`config.mk`:
```
export PLATFORM = sky130hd
export DESIGN_NAME = match_code_packer
export DESIGN_NICKNAME = d
export VERILOG_FILES = /design/src/rtl/match_code_packer.sv
export SDC_FILE = /design/constraint.sdc
export NUM_CORES = 1
export LEC_CHECK = 0
export CORE_UTILIZATION = 53
export DETAILED_ROUTE_END_ITERATION = 8
export GPL_TIMING_DRIVEN = 0
export PLACE_DENSITY = 0.72
export SLEW_MARGIN = 20
export SYNTH_ARGS = -nofsm -noshare
export SYNTH_HDL_FRONTEND = slang
export SYNTH_SLANG_ARGS = --single-unit
```
`constraint.sdc`:
```
create_clock -name i_clk -period 11.05 [get_ports i_clk]
set_clock_uncertainty 0.05 [all_clocks]
set_input_delay 2.21 -clock i_clk [delete_from_list [all_inputs] [get_ports i_clk]]
set_output_delay 2.21 -clock i_clk [all_outputs]
set_load 0.03 [all_outputs]
```
`src/rtl/match_code_packer.sv`:
```
// Turns each input word plus its comparator result into a variable-length codeword
// and packs the codewords MSB-first into 64-bit output words over valid/ready.
module match_code_packer #(
  parameter int INPUT_WORD = 32,
  parameter int DICT_ENTRY = 16,
  parameter int OUT_WORD   = 64,
  parameter int BUF_BITS   = 128
) (
  input  logic                          i_clk,
  input  logic                          i_reset,
  input  logic                          i_valid,
  output logic                          o_ready,
  input  logic [INPUT_WORD-1:0]         i_word,
  input  logic [1:0]                    i_type_matched,
  input  logic                          i_align,
  input  logic [$clog2(DICT_ENTRY)-1:0] i_location,
  input  logic                          i_last,
  output logic                          o_valid,
  input  logic                          i_ready,
  output logic [OUT_WORD-1:0]           o_data,
  output logic [6:0]                    o_nbits,
  output logic                          o_last
);

  localparam int LOC_W  = $clog2(DICT_ENTRY);
  localparam int CODE_W = INPUT_WORD + 2;
  localparam int LEN_W  = 6;
  localparam int FILL_W = $clog2(BUF_BITS + 1);
  localparam logic [FILL_W-1:0] OUT_FILL = FILL_W'(OUT_WORD);
  localparam logic [FILL_W-1:0] S1_LIMIT = FILL_W'(BUF_BITS - CODE_W);

  logic [CODE_W-1:0]   code_next;
  logic [LEN_W-1:0]    len_next;
  logic                s1_valid_reg;
  logic [CODE_W-1:0]   s1_code_reg;
  logic [LEN_W-1:0]    s1_len_reg;
  logic                s1_last_reg;
  logic [BUF_BITS-1:0] buf_reg, buf_next, buf_shift, append_bits;
  logic [FILL_W-1:0]   fill_reg, fill_next, fill_rem, drained;
  logic                last_pending_reg, last_pending_next;
  logic                s1_accept, s1_move, out_fire;

  // Codeword left-aligned in a CODE_W field; the zero check outranks the match type.
  always_comb begin
    code_next = '0;
    len_next  = LEN_W'(2);
    if (i_word != '0) begin
      case (i_type_matched)
        2'd3: begin
          code_next = {2'b10, i_location, {(CODE_W-2-LOC_W){1'b0}}};
          len_next  = LEN_W'(2 + LOC_W);
        end
        2'd2: begin
          code_next = {4'b1110, i_location, i_align, i_word[7:0], {(CODE_W-13-LOC_W){1'b0}}};
          len_next  = LEN_W'(13 + LOC_W);
        end
        2'd1: begin
          code_next = {4'b1100, i_location, i_align, i_word[15:0], {(CODE_W-21-LOC_W){1'b0}}};
          len_next  = LEN_W'(21 + LOC_W);
        end
        default: begin
          code_next = {2'b01, i_word};
          len_next  = LEN_W'(CODE_W);
        end
      endcase
    end
  end

  // Stage-1 code is held while the next block would mix into a pending final word.
  assign s1_move   = s1_valid_reg && !last_pending_reg && (fill_reg <= S1_LIMIT);
  assign o_ready   = !s1_valid_reg || s1_move;
  assign s1_accept = i_valid && o_ready;

  assign o_valid  = (fill_reg >= OUT_FILL) || (last_pending_reg && (fill_reg != '0));
  assign o_data   = buf_reg[BUF_BITS-1 -: OUT_WORD];
  assign o_nbits  = (fill_reg >= OUT_FILL) ? 7'(OUT_WORD) : 7'(fill_reg);
  assign o_last   = last_pending_reg && (fill_reg <= OUT_FILL);
  assign out_fire = o_valid && i_ready;

  always_comb begin
    drained     = out_fire ? ((fill_reg >= OUT_FILL) ? OUT_FILL : fill_reg) : '0;
    buf_shift   = out_fire ? (buf_reg << OUT_WORD) : buf_reg;
    fill_rem    = fill_reg - drained;
    // Bits below fill are always zero, so OR places the code right after the remainder.
    append_bits = {s1_code_reg, {(BUF_BITS-CODE_W){1'b0}}} >> fill_rem;
    buf_next    = s1_move ? (buf_shift | append_bits) : buf_shift;
    fill_next   = fill_rem + (s1_move ? FILL_W'(s1_len_reg) : '0);
    last_pending_next = (last_pending_reg && !(out_fire && o_last)) || (s1_move && s1_last_reg);
  end

  always_ff @(posedge i_clk) begin
    if (i_reset) begin
      s1_valid_reg     <= 1'b0;
      s1_code_reg      <= '0;
      s1_len_reg       <= '0;
      s1_last_reg      <= 1'b0;
      buf_reg          <= '0;
      fill_reg         <= '0;
      last_pending_reg <= 1'b0;
    end else begin
      if (s1_accept) begin
        s1_valid_reg <= 1'b1;
        s1_code_reg  <= code_next;
        s1_len_reg   <= len_next;
        s1_last_reg  <= i_last;
      end else if (s1_move) begin
        s1_valid_reg <= 1'b0;
      end
      buf_reg          <= buf_next;
      fill_reg         <= fill_next;
      last_pending_reg <= last_pending_next;
    end
  end

endmodule

```
==> flow_summary.json, run 1 <==
{
  "period_minus_slack_ps": 7980,
  "drc": 0,
  "met3_usage": 0.0916,
  "numCtsBuffers": 17,
  "yosys_warnings": 0,
  "avgSynthCellArea_um2": 7.85,
  "h-tree-depth": 4,
  "layout_common_cells": "262 x nand2_1, 178 x dfxtp_1, 127 x nor2_1",
  "max_freq_mhz": 125,
  "syn_to_final_growth_pct": 18.2,
  "cts_resized": 0,
  "synth_edf_count": 0,
  "ctsHoldBuffers": 0,
  "ys_seq_area_frac": 0.303,
  "crit_fanout": 10,
  "r2r_setup_slack_ps": 4200,
  "rsz0062_at_grt": "false",
  "ioPinCount": 118,
  "grtUsageTotal": 0.427,
  "p_leak_uw": 0.00479,
  "synth_ff_type": "dfxtp_1",
  "power.density_mw_per_mm2": 219,
  "grt-ovfl-total": 0,
  "mappedNetlistArea_mm2": 0.0118,
  "ff_latch_area_mm2": 0.00356,
  "ys_types": 78,
  "synthArstFlopShare": 0,
  "multi_input_area_mm2": 0.00704,
  "dpl.hpwl_mm": 37.3,
  "cts_sinks": 178,
  "start_util": 0.540,
  "worstSetupPathType": "input port to flop",
  "met1_usage": 0.515,
  "yosys_register_bits": 178,
  "final_common_cell": "nand2_1",
  "slew_headroom": 0.169,
  "rr_endpoint": "buf_reg[93]",
  "grt_pass1_wl_mm": 71.0,
  "io_buffers": 117,
  "ff2ff_path_depth": 18,
  "antennaDiodeCount": 0,
  "clock_path_buffers": 2,
  "gp_congestion": 1.07,
  "syn-num-nets": 1562,
  "status": "finished clean",
  "vdd_drop_max_uv": 117,
  "wl_mm": 47.9,
  "num_vias": 12643,
  "nets": 1700,
  "holdPathEnd": "buf_reg[43]",
  "drt_iter0_drc": 1302,
  "die_x_um": 151,
  "dr.pass1.iters": 9,
  "core_mm2": 0.0218,
  "drive_gt1_frac": 0.132,
  "die_h_um": 151,
  "whs_path_depth": 2,
  "synth_cells": 1496,
  "grt_util_met2": 0.688,
  "arrival_ps": 8230,
  "largest_reg_flops": 128,
  "critPathRequiredTime_ps": 11300,
  "drv_slew": 0,
  "hp-start": "buf_reg[43]",
  "tightest_slew_ps": 1240,
  "dieArea_mm2": 0.0228,
  "fin_util": 0.638,
  "clock-root-buffer": "clkbuf_16",
  "clk_pin_slew_worst_paths_ps": 80,
  "critPathLaunchType": "input port",
  "hold_viol_final": 0,
  "antenna_left": 0,
  "post-route-period-util": 0.722,
  "cts_setup_buffers": 0,
  "cp-startpoint": "i_ready",
  "hold_class": "flop to flop",
  "fillers": 1971,
  "vias_per_cell": 6.56,
  "insertion_delay_ps": 450,
  "r2r_start": "fill_reg[1]",
  "setup_viol": 0,
  "busiest_layer": "met2",
  "antenna_found_initial": 1,
  "maxCapViolCount": 0,
  "cts_tree": "done",
  "row_count": 54,
  "grt_max_degree": 20,
  "wire_per_inst_um": 24.8,
  "tns_ps": 0,
  "cp-end-kind": "flop",
  "grt_pass1_vias": 11600
}
==> report_power, final <==
part | internal (uW) | switching [uW] | total [uW]
sequential | 690 | 38.7 | 728
combinational | 469 | 1210 | 1680
clock | 305 | 324 | 628
==> kinds of logic (layout without fill, tap and decap cells) <==
logic type,count (synthesis),after routing,share of synthesized area
AO/OA/AOI/OAI,455,455,0.257
XOR/XNOR,10,10,0.00745
adder cells (fa/ha/maj),22,22,0.0247
buffers and inverters,213,364,0.0985
flip-flops,178,178,0.303
multiplexers,75,75,0.106
AND/OR/NAND/NOR,543,543,0.203
==> cell usage after synthesis (all sizes together), types with 3 or more instances <==
master	instances	area share
nor2	127	0.041
o221ai	3	0.0022
nor2b	4	0.0021
nor3b	4	0.0030
mux4	39	0.075
a211oi	37	0.027
a311oi	3	0.0033
or3	5	0.0031
nand2b	8	0.0043
nor3	47	0.022
o211a	3	0.0026
o32ai	19	0.015
mux2i	28	0.024
a21oi	94	0.040
a31oi	56	0.030
a31o	3	0.0022
inv	29	0.0093
nor4	13	0.0075
mux2	8	0.0077
a22o	3	0.0022
nand2	264	0.085
buf	112	0.066
a22oi	38	0.024
nand3	31	0.013
a222oi	4	0.0034
dfxtp	178	0.30
a21boi	3	0.0019
a221oi	19	0.016
a21o	11	0.0070
xnor2	9	0.0067
nand3b	3	0.0019
ha	20	0.021
o31ai	7	0.0049
o2bb2ai	4	0.0030
o22ai	17	0.0091
or2	3	0.0016
and2	16	0.0085
o21ai	112	0.049
o21a	4	0.0026
clkbuf	71	0.023
nand4	12	0.0064
o211ai	8	0.0051
==> metrics by stage <==
stage,cells,power (uW),hold WS (ps),cell area (um2),setup slack [ps]
after global placement,1893,2330,389,13300,3000
after detailed placement,1895,2350,395,13300,3010
after CTS,1927,2960,405,13900,3420
final,1927,3040,403,13900,3070
after floorplan,1496,1760,376,11800,5290
after global routing,1927,3120,422,13900,3030
==> layout make-up <==
class,instances,area share
well taps,280,0.0252
plain buffers,183,0.0752
flip-flops and latches,178,0.257
clock buffers,17,0.0306
repair buffers,119,0.0854
multi-input cells,1105,0.507
clock inverters,15,0.0120
inverters,30,0.00811
==> how the worst max path moves through the flow <==
stage,to,cells past startpoint
after global placement,buf_reg[93],17
final,buf_reg[93],17
after floorplan,fill_reg[7],20
after CTS,buf_reg[93],17
after global routing,buf_reg[29],17
after detailed placement,buf_reg[93],17
==> critical path, cell delays in order <==
cell             delay (ps)
clkdlybuf4s50_1         440
o21ai_1                 190
clkbuf_1                590
clkbuf_1                640
nor3_1                  100
ha_1                    230
inv_1                    80
fa_1                    500
buf_4                   220
buf_2                   220
buf_2                   210
a21oi_1                 510
a211oi_1                110
nor3_1                  760
o21ai_0                 380
a22oi_1                 660
o32ai_1                 150
==> routing by layer <==
layer,wire [um],up-vias
li1,-,5684
met1,18300,6010
met2,21800,763
met3,4360,186
met4,3410,0
met5,0,-
No activity file was read; power rests on OpenSTA's default activity.
==> run 2: changes to the inputs <==
- PLACE_DENSITY: 0.72 -> 0.75
- clock period: 11.05 -> 7.3 ns (I/O delays scaled with it)
==> flow_summary.json, run 2 (synthesis gave the netlist of run 1 again) <==
{
  "status": "finished clean",
  "grt_util_met2": 0.656,
  "grtUsageTotal": 0.423,
  "vdd_drop_max_uv": 246,
  "vias_per_cell": 6.48,
  "clock-root-buffer": "clkbuf_16",
  "core_mm2": 0.0218,
  "drv_slew": 0,
  "max_freq_mhz": 141,
  "clock_path_buffers": 2,
  "crit_chain": "clkdlybuf4s50_1 > o21ai_1 > clkbuf_1 > clkbuf_1 > nor3_1 > ha_1 > inv_1 > fa_1 > buf_4 > buf_2 > buf_2 > a21oi_1 > a211oi_1 > nor3_1 > o21ai_0 > a22oi_1 > o32ai_1",
  "grt-ovfl-total": 0,
  "hold_viol_final": 0,
  "numCtsBuffers": 17,
  "cts_setup_buffers": 0,
  "p_leak_uw": 0.00479,
  "ff2ff_path_depth": 18,
  "num_vias": 12483,
  "maxCapViolCount": 0,
  "hold_class": "flop to flop",
  "cts_resized": 0,
  "dr.pass1.iters": 9,
  "cts_sinks": 178,
  "met3_usage": 0.0913,
  "drc": 0,
  "insertion_delay_ps": 450,
  "rr_endpoint": "buf_reg[93]",
  "dpl.hpwl_mm": 36.6,
  "setup_viol": 0,
  "grt_pass1_vias": 11491,
  "busiest_layer": "met2",
  "critPathLaunchType": "input port",
  "rsz0062_at_grt": "false",
  "hp-start": "buf_reg[8]",
  "grt_max_degree": 19,
  "post-route-period-util": 0.970,
  "holdPathEnd": "buf_reg[8]",
  "die_h_um": 151,
  "worstSetupPathType": "input port to flop",
  "grt_pass1_wl_mm": 70.1,
  "antenna_found_initial": 0,
  "fillers": 1955,
  "period_minus_slack_ps": 7080,
  "cts_tree": "done",
  "power.density_mw_per_mm2": 332,
  "io_buffers": 117,
  "layout_common_cells": "262 x nand2_1, 178 x dfxtp_1, 127 x nor2_1",
  "final_common_cell": "nand2_1",
  "met1_usage": 0.523,
  "syn_to_final_growth_pct": 18.1,
  "arrival_ps": 7330,
  "holdWs_ps": 404,
  "wl_mm": 47.3,
  "die_x_um": 151,
  "drive_gt1_frac": 0.133,
  "ctsHoldBuffers": 0,
  "row_count": 54,
  "h-tree-depth": 4,
  "crit_fanout": 10,
  "tightest_slew_ps": 1040,
  "cpPeakStageDelay_ps": 670,
  "cp-end-kind": "flop",
  "antenna_left": 0,
  "ioPinCount": 118,
  "largest_reg_flops": 128,
  "whs_path_depth": 2,
  "clk_pin_slew_worst_paths_ps": 80,
  "p_total_uw": 4610,
  "r2r_start": "fill_reg[1]",
  "dieArea_mm2": 0.0228,
  "nets": 1698,
  "tns_ps": 0,
  "start_util": 0.540,
  "wire_per_inst_um": 24.6,
  "slew_headroom": 0.307,
  "antennaDiodeCount": 0,
  "r2r_setup_slack_ps": 590,
  "gp_congestion": 1.09,
  "worst_path_max_delay_cell": "nor3_1",
  "drt_iter0_drc": 1506,
  "critPathRequiredTime_ps": 7560
}
[run 2: layer usage]
metal	wire, um	part of all wire
met1	17900	0.38
met2	21100	0.45
met3	4830	0.10
met4	3520	0.075
met5	0	0
[run 2: worst max-delay path by stage]
stage                        from          end  slack, ps  depth (start not counted)
after floorplan           i_ready  fill_reg[7]       2290                         20
after global placement    i_ready  buf_reg[93]         50                         17
after detailed placement  i_ready  buf_reg[93]         20                         17
after CTS                 i_ready  buf_reg[93]        450                         17
after global routing      i_ready  buf_reg[29]        130                         17
final                     i_ready  buf_reg[93]        220                         17
[run 2: report_power, final]
group / internal, uW / switching (uW) / total [uW]
logic: 710 / 1850 / 2560
clock network: 474 / 471 / 946
registers: 1040 / 58.5 / 1100
total: 2230 / 2380 / 4610
[run 2: layout make-up]
| type | instances | area, um2 | share of cell area |
|---|---|---|---|
| plain buffers | 183 | 1040 | 0.0753 |
| clock inverters | 13 | 131 | 0.00946 |
| inverters | 30 | 113 | 0.00811 |
| well taps | 280 | 350 | 0.0252 |
| clock buffers | 19 | 453 | 0.0326 |
| repair buffers | 117 | 1170 | 0.0844 |
| multi-input cells | 1105 | 7050 | 0.508 |
| flip-flops and latches | 178 | 3560 | 0.257 |
[run 2: per-stage QoR]
stage          instance area, um2   util  setup WS, ps  cells
4_1_cts                     13900  0.638           453   1925
6_report                    13900  0.638           222   1925
5_1_grt                     13900  0.638           133   1925
3_3_place_gp                13300  0.610          50.5   1893
3_5_place_dp                13300  0.611          15.2   1893
2_1_floorplan               11800      -          2290   1496
[run 2: critical path, delay by kind of cell]
family / cells / cell delay [ps]
buffers and inverters: 7 / 2460
AO/OA/AOI/OAI: 6 / 1870
AND/OR/NAND/NOR: 2 / 770
adder cells (fa/ha/maj): 2 / 750
==> run 3: changes to the inputs <==
- GPL_TIMING_DRIVEN: 0 -> unset
==> flow_summary.json, run 3 (synthesis gave the netlist of run 1 again) <==
{
  "maxCapViolCount": 0,
  "antennaDiodeCount": 0,
  "grtUsageTotal": 0.357,
  "wl_mm": 40.2,
  "hold_class": "flop to flop",
  "drc": 0,
  "crit_fanout": 33,
  "gp_congestion": 1.02,
  "critPathLaunchType": "input port",
  "holdWs_ps": 402,
  "antenna_left": 0,
  "grt-ovfl-total": 0,
  "fin_cells": 1767,
  "hp-start": "buf_reg[18]",
  "period_minus_slack_ps": 5820,
  "critPathRequiredTime_ps": 7560,
  "wire_per_inst_um": 22.7,
  "core_mm2": 0.0218,
  "grt_pass1_wl_mm": 61.4,
  "num_vias": 11769,
  "clock-root-buffer": "clkbuf_16",
  "clk_pin_slew_worst_paths_ps": 80,
  "clock_path_buffers": 2,
  "row_count": 54,
  "grt_max_degree": 89,
  "cts_tree": "done",
  "numCtsBuffers": 17,
  "ioPinCount": 118,
  "vias_per_cell": 6.66,
  "h-tree-depth": 4,
  "worstSetupPathType": "input port to flop",
  "start_util": 0.540,
  "p_leak_uw": 0.00427,
  "drive_gt1_frac": 0.0975,
  "power.density_mw_per_mm2": 337,
  "vdd_drop_max_uv": 333,
  "cp-end-kind": "flop",
  "rsz0062_at_grt": "false",
  "dp_cells": 1735,
  "slew_headroom": 0.259,
  "r2r_start": "fill_reg[1]",
  "post-route-period-util": 0.798,
  "max_freq_mhz": 172,
  "ctsHoldBuffers": 0,
  "tns_ps": 0,
  "die_h_um": 151,
  "stdcell_area_mm2": 0.0131,
  "nets": 1540,
  "cp-startpoint": "i_ready",
  "final_common_cell": "nand2_1",
  "insertion_delay_ps": 450,
  "syn_to_final_growth_pct": 11.4,
  "io_buffers": 117,
  "drv_slew": 0,
  "dieArea_mm2": 0.0228,
  "die_x_um": 151,
  "hold_viol_final": 0,
  "largest_reg_flops": 128,
  "antenna_found_initial": 0,
  "cts_resized": 0,
  "tightest_slew_ps": 1110,
  "dr.pass1.iters": 8,
  "placed_cell_area_mm2": 0.0125,
  "grt_pass1_vias": 10485,
  "arrival_ps": 6090,
  "setup_viol": 0,
  "cts_sinks": 178,
  "layout_common_cells": "262 x nand2_1, 178 x dfxtp_1, 127 x nor2_1",
  "fin_util": 0.602,
  "drt_iter0_drc": 1294,
  "cts_setup_buffers": 0,
  "dpl.hpwl_mm": 28.2,
  "status": "finished clean"
}
-- run 3: path summary, 6_finish.rpt --
check / slack (ps) / cells after the start / endpoint
worst max register to register: 1930 / 14 / buf_reg[30]
worst min register to register: 400 / 2 / buf_reg[18]
worst min-delay path: 400 / 2 / buf_reg[18]
worst max-delay path: 1480 / 13 / buf_reg[30]
-- run 3: per-layer routing --
| metal | up-vias | wire length [um] | track usage |
|---|---|---|---|
| li1 | 5359 | - | - |
| met1 | 5533 | 16600 | 0.495 |
| met2 | 738 | 17300 | 0.522 |
| met3 | 139 | 4330 | 0.0759 |
| met4 | 0 | 2010 | 0.182 |
| met5 | - | 0 | 0 |
-- run 3: stage by stage --
stage          worst slack, ps  total power, uW
2_1_floorplan             2290             2660
3_3_place_gp              1120             3380
3_5_place_dp              1030             3390
4_1_cts                   1480             4290
5_1_grt                   1090             4550
6_report                  1480             4410
-- run 3: area by class of cell --
cell class / count / area, um2
Multi-Input combinational cell: 1105 / 7110
Inverter: 30 / 113
Timing Repair Buffer: 142 / 1370
Clock buffer: 18 / 429
Clock inverter: 14 / 148
Sequential cell: 178 / 3560
Tap cell: 280 / 350
Fill cell: 1961 / 8670
-- run 3: power breakdown --
part | internal, uW | leakage [uW] | switching, uW
Clock | 456 | 0.000270 | 459
Sequential | 1040 | 0.00144 | 66.5
Combinational | 665 | 0.00256 | 1710
Total | 2170 | 0.00427 | 2240
-- run 3: critical path, stage by stage --
cell             delay (ps)
clkdlybuf4s50_1         550
o21ai_4                  90
nor2_1                  260
nand2_1                 150
fa_2                   1190
buf_4                   360
mux4_2                  580
nand2_1                 110
a22oi_1                  80
nor2_1                  300
o21ai_0                 210
a22oi_1                 540
o21ai_0                 180
